$ cat src/rtl/if_fetch_pkg.sv
// Shared fetch-stage definitions: FSM encoding, next-PC select codes and PC constants.
package if_fetch_pkg;

    localparam logic [31:0] DEFAULT_RESET_PC = 32'h8000_0000;
    localparam logic [31:0] PC_INC           = 32'd4;
    localparam logic [31:0] PC_ALIGN_MASK    = 32'h0000_0003;

    typedef enum logic [1:0] {
        ST_IDLE = 2'd0,
        ST_REQ  = 2'd1,
        ST_WAIT = 2'd2,
        ST_HOLD = 2'd3
    } fetch_state_e;

    typedef enum logic [1:0] {
        PC_SEL_HOLD     = 2'd0,
        PC_SEL_INC      = 2'd1,
        PC_SEL_REDIRECT = 2'd2
    } pc_sel_e;

endpackage

$ cat src/rtl/if_fetch_if.sv
// Instruction-memory request/response channel plus the fetch-to-decode handshake.
interface if_fetch_if;
    logic        imem_req_valid;
    logic        imem_req_ready;
    logic [31:0] imem_req_addr;
    logic        imem_rsp_valid;
    logic [31:0] imem_rsp_data;
    logic        if_valid;
    logic        id_ready;
    logic [31:0] pc_if;
    logic [31:0] inst_if;

    modport master (
        output imem_req_valid, imem_req_addr, if_valid, pc_if, inst_if,
        input  imem_req_ready, imem_rsp_valid, imem_rsp_data, id_ready
    );

    modport slave (
        input  imem_req_valid, imem_req_addr, if_valid, pc_if, inst_if,
        output imem_req_ready, imem_rsp_valid, imem_rsp_data, id_ready
    );
endinterface

$ cat src/rtl/if_fetch_pcgen.sv
// Next-PC select: keep, advance by one instruction, or take a word-aligned redirect target.
module if_fetch_pcgen
    import if_fetch_pkg::*;
(
    input  pc_sel_e     sel_i,
    input  logic [31:0] pc_i,
    input  logic [31:0] redirect_pc_i,
    output logic [31:0] pc_next_o
);

    always_comb begin
        pc_next_o = pc_i;
        unique case (sel_i)
            PC_SEL_INC:      pc_next_o = pc_i + PC_INC;
            PC_SEL_REDIRECT: pc_next_o = redirect_pc_i & ~PC_ALIGN_MASK;
            default:         pc_next_o = pc_i;
        endcase
    end

endmodule

$ cat src/rtl/if_fetch.sv
// Fetch stage: one outstanding imem request, holds the fetched word until decode
// accepts it; redirects discard any in-flight or held instruction.
module if_fetch
    import if_fetch_pkg::*;
#(
    parameter logic [31:0] RESET_PC = DEFAULT_RESET_PC
) (
    input  logic        clk,
    input  logic        rst_n,
    input  logic        redirect_valid_i,
    input  logic [31:0] redirect_pc_i,
    if_fetch_if.master  bus
);

    fetch_state_e state_q, state_d;
    logic [31:0]  pc_q, pc_d;
    logic         drop_q, drop_d;
    logic [31:0]  pc_if_q, inst_if_q;
    logic         capture;
    pc_sel_e      pc_sel;

    if_fetch_pcgen u_pcgen (
        .sel_i         (pc_sel),
        .pc_i          (pc_q),
        .redirect_pc_i (redirect_pc_i),
        .pc_next_o     (pc_d)
    );

    // NOTE: every signal gets its default before the case so no path can leave one unassigned (latch).
    always_comb begin
        state_d            = state_q;
        drop_d             = drop_q;
        pc_sel             = PC_SEL_HOLD;
        capture            = 1'b0;
        bus.imem_req_valid = 1'b0;
        bus.if_valid       = 1'b0;

        unique case (state_q)
            ST_IDLE: begin
                state_d = ST_REQ;
                if (redirect_valid_i) pc_sel = PC_SEL_REDIRECT;
            end
            ST_REQ: begin
                bus.imem_req_valid = 1'b1;
                if (redirect_valid_i) begin
                    pc_sel = PC_SEL_REDIRECT;
                    // An accepted request still has a response in flight; mark it stale.
                    if (bus.imem_req_ready) begin
                        drop_d  = 1'b1;
                        state_d = ST_WAIT;
                    end
                end else if (bus.imem_req_ready) begin
                    state_d = ST_WAIT;
                end
            end
            ST_WAIT: begin
                if (bus.imem_rsp_valid) begin
                    drop_d  = 1'b0;
                    state_d = ST_REQ;
                    if (redirect_valid_i) begin
                        pc_sel = PC_SEL_REDIRECT;
                    end else if (!drop_q) begin
                        capture = 1'b1;
                        state_d = ST_HOLD;
                    end
                end else if (redirect_valid_i) begin
                    pc_sel = PC_SEL_REDIRECT;
                    drop_d = 1'b1;
                end
            end
            ST_HOLD: begin
                bus.if_valid = !redirect_valid_i;
                if (redirect_valid_i) begin
                    pc_sel  = PC_SEL_REDIRECT;
                    state_d = ST_REQ;
                end else if (bus.id_ready) begin
                    pc_sel  = PC_SEL_INC;
                    state_d = ST_REQ;
                end
            end
            default: state_d = ST_IDLE;
        endcase
    end

    // NOTE: sequential state uses non-blocking assignments so all registers update from pre-edge values.
    always_ff @(posedge clk or negedge rst_n) begin
        if (!rst_n) begin
            state_q   <= ST_IDLE;
            pc_q      <= RESET_PC;
            drop_q    <= 1'b0;
            pc_if_q   <= RESET_PC;
            inst_if_q <= '0;
        end else begin
            state_q <= state_d;
            pc_q    <= pc_d;
            drop_q  <= drop_d;
            if (capture) begin
                pc_if_q   <= pc_q;
                inst_if_q <= bus.imem_rsp_data;
            end
        end
    end

    assign bus.imem_req_addr = pc_q;
    assign bus.pc_if         = pc_if_q;
    assign bus.inst_if       = inst_if_q;

endmodule

$ cat src/flat_wrapper.sv
// flat-port wrapper written by rule: the top's interface ports become plain ports
module if_fetch_flat import if_fetch_pkg::*;
#(
    parameter logic [31:0] RESET_PC = DEFAULT_RESET_PC
)
  (clk, rst_n, redirect_valid_i, redirect_pc_i, bus_imem_req_valid, bus_imem_req_addr, bus_if_valid, bus_pc_if, bus_inst_if, bus_imem_req_ready, bus_imem_rsp_valid, bus_imem_rsp_data, bus_id_ready);
  if_fetch_if bus_i ();
  input  logic clk;
  input  logic rst_n;
  input  logic redirect_valid_i;
  input  logic [31:0] redirect_pc_i;
  output wire logic [$bits(bus_i.imem_req_valid)-1:0] bus_imem_req_valid;
  output wire logic [$bits(bus_i.imem_req_addr)-1:0] bus_imem_req_addr;
  output wire logic [$bits(bus_i.if_valid)-1:0] bus_if_valid;
  output wire logic [$bits(bus_i.pc_if)-1:0] bus_pc_if;
  output wire logic [$bits(bus_i.inst_if)-1:0] bus_inst_if;
  input wire logic [$bits(bus_i.imem_req_ready)-1:0] bus_imem_req_ready;
  input wire logic [$bits(bus_i.imem_rsp_valid)-1:0] bus_imem_rsp_valid;
  input wire logic [$bits(bus_i.imem_rsp_data)-1:0] bus_imem_rsp_data;
  input wire logic [$bits(bus_i.id_ready)-1:0] bus_id_ready;
  assign bus_imem_req_valid = bus_i.imem_req_valid;
  assign bus_imem_req_addr = bus_i.imem_req_addr;
  assign bus_if_valid = bus_i.if_valid;
  assign bus_pc_if = bus_i.pc_if;
  assign bus_inst_if = bus_i.inst_if;
  assign bus_i.imem_req_ready = bus_imem_req_ready;
  assign bus_i.imem_rsp_valid = bus_imem_rsp_valid;
  assign bus_i.imem_rsp_data = bus_imem_rsp_data;
  assign bus_i.id_ready = bus_id_ready;
  if_fetch #(.RESET_PC(RESET_PC)) u_core (.clk(clk), .rst_n(rst_n), .redirect_valid_i(redirect_valid_i), .redirect_pc_i(redirect_pc_i), .bus(bus_i));
endmodule
$ cat config.mk
export PLATFORM = sky130hd
export DESIGN_NAME = if_fetch_flat
export DESIGN_NICKNAME = d
export VERILOG_FILES = /design/src/rtl/if_fetch_pkg.sv /design/src/rtl/if_fetch_if.sv /design/src/rtl/if_fetch_pcgen.sv /design/src/rtl/if_fetch.sv /design/src/flat_wrapper.sv
export SDC_FILE = /design/constraint.sdc
export NUM_CORES = 1
export LEC_CHECK = 0
export BUFFER_PORTS_ARGS = -buffer_cell sky130_fd_sc_hd__buf_2
export CAP_MARGIN = 20
export CELL_PAD_IN_SITES_DETAIL_PLACEMENT = 0
export CELL_PAD_IN_SITES_GLOBAL_PLACEMENT = 1
export CORE_UTILIZATION = 41
export DETAILED_ROUTE_END_ITERATION = 16
export MAX_ROUTING_LAYER = met4
export PLACE_DENSITY = 0.83
export SETUP_SLACK_MARGIN = 0.2
export SYNTH_ARGS = -nofsm -noshare
export SYNTH_HDL_FRONTEND = slang
export SYNTH_SLANG_ARGS = --single-unit
$ cat constraint.sdc
create_clock -name clk -period 6.35 [get_ports clk]
set_input_delay 0.3175 -clock clk [delete_from_list [all_inputs] [get_ports clk]]
set_output_delay 0.3175 -clock clk [all_outputs]
set_load 0.02 [all_outputs]
==> run summary, run 1 <==
The run finished with clean final reports. The clock latency of the later-clocked register in the worst-skew pair is 0.34 ns, and the top fanout value on the critical path is 36. The run gives 6.57 ns as the required time at the worst-slack endpoint. For the synthesized netlist cell count, the log shows 404.

Relative to the synthesized area, the layout overhead comes to 25.7%. The clock slew seen by the registers of the worst setup and hold paths came out at 0.06 ns. The relative max-transition margin was 0.476. The H-tree was split into 3 levels. The logs give 168 for the I/O pin count and 38 for the number of rows in the core area. Setup repair after global routing left no endpoint under its margin. The kind of capture point of the worst setup path was a flop. VDD sags by at most 0.235 mV.

The synthesized cell area was 4630 sq um; the highest cell delay on the worst timing path was 0.67 ns. For the worst setup path, the data arrival time is 3.01 ns. Among all flip-flop cells after synthesis, the most frequent one is sky130_fd_sc_hd__dfrtp_1. The die extent in y is 108 microns. The proportion of register bits with asynchronous set or reset after synthesis came out at 1.00.

The clock tree root buffer cell was sky130_fd_sc_hd__clkbuf_16. For the number of maximum-capacitance violations, the log shows 0. The final worst clock skew came out at 0.00548 ns. In this run the deepest clock path goes through 2 buffers.

Actual slew at the worst max-slew pin: 0.780 ns. Yosys mapped a number of flops with a built-in enable equal to 0. Routed via count divided by cell count: 5.44. In this run the horizontal extent of the chip is 108 microns.

The final number of setup-violating endpoints was 0; the starting density of the core was 0.424. Master of the slowest instance on the critical path: sky130_fd_sc_hd__and2_2. The wire length per cell is 17.0 microns. The path class of the tightest hold or removal check is input port to flop. At the end of the flow, the number of nets in the layout was 629. For the post-CTS setup buffer count, the log shows 0. 0 antenna diodes ended up in the layout. The tree built by TritonCTS fans out to 95 sinks. The floorplan step defined a core boundary enclosing 10900 sq um. Counting the buffers created by CTS gives 9.

Reported leakage power: 2.82 nW. The library cells used most frequently in the layout, excluding fill and tap cells, are sky130_fd_sc_hd__buf_2, sky130_fd_sc_hd__dfrtp_1, sky130_fd_sc_hd__mux2_2. The floorplan step defined a die boundary enclosing 11700 sq um. The total area of sequential cells is 2380 sq um.

The wire length of the first global-routing pass came out at 18.8 mm. The most numerous cell type found on the critical path is sky130_fd_sc_hd__inv_1. Averaged over all synthesized cells, the footprint is 11.5 sq um.

The fraction of final layout cells with drive strength greater than 1 was 0.457. In this run the power density over the cells is 454 nW/um^2. TritonCTS built the clock tree. The run gives 0 as the DRC violation count after routing. The portion of the clock cycle consumed by the worst path in the final layout works out to 0.439. The initial antenna violation count is 0.

The total overflow left after global routing is 0. The tools report the critical path launch point as u_core.state_q[0]. The critical path is of the flop to flop type. The number of hold buffers added after CTS was 1. The worst hold path begins at bus_imem_rsp_data[4].

For this block, the routed nets add up to 11.9 mm of wire. The number of port buffers works out to 161. The final critical path time including I/O delays and setup is 2.79 ns, and the number of hold violations in the final report is 0. The pre-CTS setup slack was 3.55 ns; the sequential cell area fraction in the yosys report was 0.513. The first routing iteration left 251 violations.

Traced cell by cell, the critical path runs through inv_1 > ha_1 > inv_1 > nor3_1 > and2_2 > buf_4 > mux2_2. The area occupied by multi-input gates is 2060 sq um. The logs give 0.794 for the final weighted congestion of routability-driven global placement and 0.533 for the utilization after layout. The run gives 4 as the number of detailed-route iterations in the first pass. The run gives 0 as the max-slew violation count.

Most frequent standard cell in the layout excluding fill and tap cells: sky130_fd_sc_hd__buf_2. The run gives 0.359 GHz as the upper clock frequency limit. In the post-route analysis, the smallest setup slack over all paths is 3.56 ns. Post-CTS repair changed the size of 0 cells. Summing over every cut layer, the via total after detailed routing is 3798. In this run the critical register-to-register path is launched from u_core.state_q[0].

For this run, the number of Yosys warnings is 0. Counting the fill cells in the layout gives 988. The detail route stage leaves a number of antenna-violating nets equal to 0.

Overall power consumption after layout is estimated at 2.64 mW. STA classifies the critical path startpoint as a flop. Entering global routing, the biggest net connects 52 pins. The aggregate global-route resource usage was 0.215; the synthesized flop and latch total was 95.

The run gives 53 as the unique cell type count in the Yosys netlist. Summed over all nets, the half-perimeter wirelength after detailed placement is 8.60 mm. The final sum of negative setup slack is 0 ns. The number of global-route vias before repair came out at 3625.
logic make-up (layout without fill, tap and decap cells):
family	count (synthesis)	in the layout	synth area share
compound gates	90	90	0.133
fa+ha+maj	6	6	0.0162
buf+inv	46	197	0.0443
flops	95	95	0.513
mux	67	67	0.162
other cells	1	4	0.000809
simple gates	99	99	0.130
worst paths after layout:
path / slack (ns) / cells after the start / endpoint
worst max-delay path: 3.56 / 7 / u_core.bus.inst_if[10]
worst max register to register: 3.56 / 7 / u_core.bus.inst_if[10]
worst min-delay path: 0.21 / 2 / u_core.bus.inst_if[4]
worst min register to register: 0.50 / 1 / u_core.bus.pc_if[7]
min in group asynchronous: 0.51 / 2 / u_core.bus.pc_if[14]
max in group asynchronous: 4.77 / 3 / u_core.bus.pc_if[18]
registers in the layout (all words and copies together) (netlist names):
name,cells
u_core.bus.pc_if,30
u_core.bus.imem_req_addr,30
u_core.state_q,2
u_core.bus.inst_if,32
u_core.drop_q,1
stage by stage:
| step | area, sq um | hold slack (ns) | instances |
|---|---|---|---|
| floorplan | 4650 | 0.0219 | 407 |
| finish | 5820 | 0.208 | 698 |
| global route | 5820 | 0.206 | 698 |
| detailed placement | 5520 | 0.356 | 681 |
| global placement | 5520 | 0.356 | 681 |
| CTS | 5820 | 0.197 | 698 |
layout make-up:
type,count,area share
multi-input combinational,266,0.354
clock buffer,10,0.0410
clock inverter,6,0.0103
sequential,95,0.409
timing repair buffer,167,0.147
inverter,14,0.00902
tap,140,0.0301
cell usage after synthesis, drive strengths merged, types with 2 or more instances:
master	number	share of area
a211o	5	0.0094
a211oi	5	0.0081
a21oi	20	0.022
a22oi	7	0.011
a2bb2oi	3	0.0057
a311o	3	0.0065
a311oi	3	0.0057
a31oi	3	0.0041
a32oi	2	0.0038
a41oi	3	0.0057
and2	3	0.0041
and3	6	0.0081
and4	5	0.0094
buf	17	0.021
clkbuf	15	0.012
dfrtp	93	0.50
dfstp	2	0.011
ha	6	0.016
inv	14	0.011
mux2	64	0.16
mux2i	3	0.0065
nand2	11	0.0089
nand3	19	0.023
nand4	12	0.021
nor2	17	0.014
nor2b	2	0.0027
nor3	9	0.011
nor4	7	0.016
o211ai	3	0.0049
o21a	4	0.0065
o21ai	18	0.019
o21bai	2	0.0032
o22a	4	0.0076
or3	2	0.0027
routing by layer:
layer / track usage / routed length (microns) / vias to the layer above
li1: - / - / 1807
met1: 0.281 / 5340 / 1874
met2: 0.340 / 5800 / 103
met3: 0.0362 / 562 / 14
met4: 0.0724 / 159 / 0
met5: - / 0 / -
worst max-delay path: cells and delay by family, from the launching register on:
kind,cells,cell delay (ns)
mux,1,0.40
simple gates,2,0.89
fa+ha+maj,1,0.22
buf+inv,3,0.69
flops,1,0.42
where the power goes:
group          switching [mW]  internal [mW]  leakage [nW]
clock network           0.224          0.314         0.144
registers               0.208          0.855          1.18
logic                   0.618          0.424          1.50
No activity file was read; power rests on OpenSTA's default activity.
==> run 2: changes to the inputs <==
ABC_AREA = 1   (was default)
CORE_UTILIZATION = 36   (was 41)
PLACE_DENSITY = 0.77   (was 0.83)
clock period = 2.7 ns   (was 6.35 ns; I/O delays follow)
==> run 2 against run 1 <==
Setup slack worse by 2.9 ns. Combinational power grew 120%. Via count is 17% higher. Die area rose by 20%. Critical path type unchanged. Wire length grew 8.5%. Final cell count up 35%.
==> run summary, run 2 <==
The run finished with clean final reports. Post-CTS repair changed the size of 0 cells. The logs give 0.308 mV for the largest voltage drop on the vdd net and 6260 sq um for the area of all placed cells without fillers. Of all nets on the critical path, the largest fanout is 12.

In this run the remaining antenna-violating nets after routing total 0. Synthesized flop and latch total: 95. The final weighted congestion of routability-driven global placement is 0.849, and the clock slew seen by the registers of the worst setup and hold paths is 0.07 ns. The most common cell in the synthesized netlist is sky130_fd_sc_hd__nand2_1.

The clock network fraction of design power was 0.232; the final routed wirelength across all metal layers was 12.9 mm. For the pin with the worst max-slew slack, the measured transition is 0.603 ns. Across the routed clock network, the largest skew measured is 0.00502 ns.

The relative max-transition margin was 0.598; the total via count in the routed design was 4429. Portion of synthesized cell area occupied by the leading cell type: 0.477. Max-slew violation count: 0.

The run gives 0.195 as the aggregate global-route resource usage. From bottom edge to top edge, the die measures 118 microns. The number of rows in the core area came out at 42. The kind of capture point of the worst setup path was a flop.

Clock tree synthesis inserted a total of 9 buffers. The proportion of register bits with asynchronous set or reset after synthesis works out to 1.00. The routed via count divided by cell count is 4.70, and the unique cell type count in the Yosys netlist is 35.

The internal portion of the total power is 3.50 mW. Setup repair after global routing left no endpoint under its margin. Final number of setup-violating endpoints: 0. The run gives 4 as the number of detailed-route iterations in the first pass. The synthesized netlist cell count is 592, and the synthesis-to-finish area growth is 28.3%.

At the later pin of the worst-skew pair, clock insertion delay measures 0.34 ns. After detailed routing, the average wire length per cell comes to 13.7 microns. The tightest min-delay check is of the input port to flop type. Area enclosed by the die boundary: 14000 sq um. The worst path in the final design needs a cycle of 2.03 ns, including I/O delays and setup. The tools report the kind of start point of the critical path as a flop.

Entering global routing, the biggest net connects 45 pins. The first global-routing pass estimated 21.0 mm of wire. For the number of synthesis warnings, the log shows 0.

The upper clock frequency limit was 0.494 GHz. The sequential cell area fraction in the yosys report was 0.488. TritonCTS built the clock tree. After global routing the overflow that remains totals 0.

The logs give 2.31 ns for the data arrival time of the critical path and 5.88 mW for the overall power consumption. Final-stage net count: 837. The repair_antennas step left the layout with diodes totalling 0. Initial antenna violation count: 0. The tools report the clock tree root buffer cell as sky130_fd_sc_hd__clkbuf_16. In this run the standard cell core region covers 13200 sq um. By area the synthesized netlist is led by sky130_fd_sc_hd__dfrtp_1, sky130_fd_sc_hd__nand2_1, sky130_fd_sc_hd__mux2_1, sky130_fd_sc_hd__nor2_1, sky130_fd_sc_hd__o21ai_0. The H-tree depth is 3, and the ratio of total power to cell area is 939 nW/um^2. The number of hold violations in the final report is 0. Data on the critical path is required at its endpoint by 2.99 ns.

The predominant post-synthesis flop cell is sky130_fd_sc_hd__dfrtp_1. For this design, the sink count on the clock tree is 95. For the worst-case clock buffer depth, the log shows 2. Across the run, the number of max-cap violations was 0.

Post-layout instance count excluding filler cells: 942. The fraction of final layout cells with drive strength greater than 1 is 0.274, and the number of port buffers is 161. The share of total power in combinational logic is 0.383. Counting flops with a built-in enable in the synthesized netlist gives 0.

In the routed design, unresolved DRC markers number 0. By count the netlist is led by sky130_fd_sc_hd__nand2_1, sky130_fd_sc_hd__dfrtp_1, sky130_fd_sc_hd__nor2_1. In this run the cell area of the synthesized design comes to 4880 sq um. The post-synthesis area per instance was 8.24 sq um. Leaving out fill and tap cells, the most frequent cell in the layout is sky130_fd_sc_hd__buf_2.

In this run the horizontal extent of the chip is 118 microns. The starting density of the core is 0.369. The portion of the clock cycle consumed by the worst path in the final layout is 0.750, and the fraction of power spent switching nets is 0.404. The critical path is of the flop to flop type. The logs give 4183 for the number of global-route vias before repair and 9.75 mm for the sum of net half-perimeters after detailed placement.

Part of the power in registers: 0.386. Leaving out fill and tap cells, the most frequent cells in the layout are sky130_fd_sc_hd__buf_2, sky130_fd_sc_hd__nand2_1, sky130_fd_sc_hd__dfrtp_1. In this run, placement finished with an instance count of 917.

For the reported net switching power, the log shows 2.38 mW. The cell accounting for the most synthesized area was sky130_fd_sc_hd__dfrtp_1. Pin placement for this block handled 168 I/O pins. The register with the most flip-flops in the layout has 32 of them. The analysis attributes to cell leakage a power of 3.33 nW.

After the first detailed-routing iteration, the DRC count stood at 179. The placed standard-cell area is 5860 sq um, and the final sum of negative setup slack is 0 ns.
-- run 2: worst paths after layout --
path / from / endpoint / slack, ns / cells after the start
max: u_core.state_q[0] / u_core.bus.imem_req_addr[7] / 0.67 / 10
max in group asynchronous: rst_n / u_core.bus.imem_req_addr[31] / 1.60 / 3
min reg2reg: u_core.bus.imem_req_addr[31] / u_core.bus.imem_req_addr[31] / 0.48 / 2
min in group asynchronous: rst_n / u_core.bus.inst_if[15] / 0.30 / 2
min: bus_imem_rsp_data[3] / u_core.bus.inst_if[3] / 0.008 / 2
max reg2reg: u_core.state_q[0] / u_core.bus.imem_req_addr[7] / 0.67 / 10
-- run 2: power by group through the flow --
stage	sequential, mW	combinational, mW	clock, mW
2_1_floorplan	2.82	0.884	0
3_3_place_gp	2.27	2.22	0
3_5_place_dp	2.30	2.26	0
4_1_cts	2.27	2.28	1.39
5_1_grt	2.34	2.47	1.45
6_report	2.27	2.25	1.36
-- run 2: what timing repair did --
item / CTS / global route
hold buffers: 9 / 0
buffers inserted: 0 / 0
endpoints found under the setup margin: 0 / 0
endpoints found under the hold margin: 46 / 0
-- run 2: layout make-up --
cell class / count / area, sq um
fill: 1357 / 6980
sequential: 95 / 2380
multi-input combinational: 421 / 2170
timing repair buffer: 180 / 973
clock buffer: 11 / 233
tap: 176 / 220
inverter: 54 / 203
clock inverter: 5 / 81.3
-- run 2: worst max-delay path, stage by stage (launching register included) --
cell and delay (ns):
sky130_fd_sc_hd__dfrtp_1 0.43, sky130_fd_sc_hd__ha_1 0.17, sky130_fd_sc_hd__inv_1 0.05, sky130_fd_sc_hd__nor2_1 0.10
sky130_fd_sc_hd__nand2_1 0.06, sky130_fd_sc_hd__ha_1 0.31, sky130_fd_sc_hd__inv_1 0.34, sky130_fd_sc_hd__o21ai_0 0.20
sky130_fd_sc_hd__o21ai_0 0.18, sky130_fd_sc_hd__nand2_1 0.07, sky130_fd_sc_hd__inv_1 0.05
-- run 2: stage by stage --
step,setup WS [ns],util,hold WS [ns]
2_1_floorplan,0.660,-,-0.161
3_3_place_gp,0.722,0.442,0.145
3_5_place_dp,0.662,0.442,0.154
4_1_cts,0.625,0.473,0.000560
5_1_grt,0.445,0.473,0.00736
6_report,0.674,0.473,0.00802
-- run 2: cells by family (layout without fill, tap and decap cells) --
kind of cell	count (synthesis)	count (layout)	share of synthesized area
AOI/OAI and AO/OA	83	83	0.0884
xor gates and xnor gates	2	2	0.00359
adders and majority gates	6	6	0.0154
buffers and inverters	79	250	0.0697
DFF	95	95	0.488
muxes	33	33	0.0777
other	1	4	0.000768
and+or+nand+nor	293	293	0.257
-- run 2: per-layer routing --
layer  vias up  wire length, microns  track usage
met5         -                     0            -
met3        15                   514       0.0270
met2       130                  5950        0.309
met4         0                   195       0.0633
li1       2222                     -            -
met1      2062                  6210        0.258
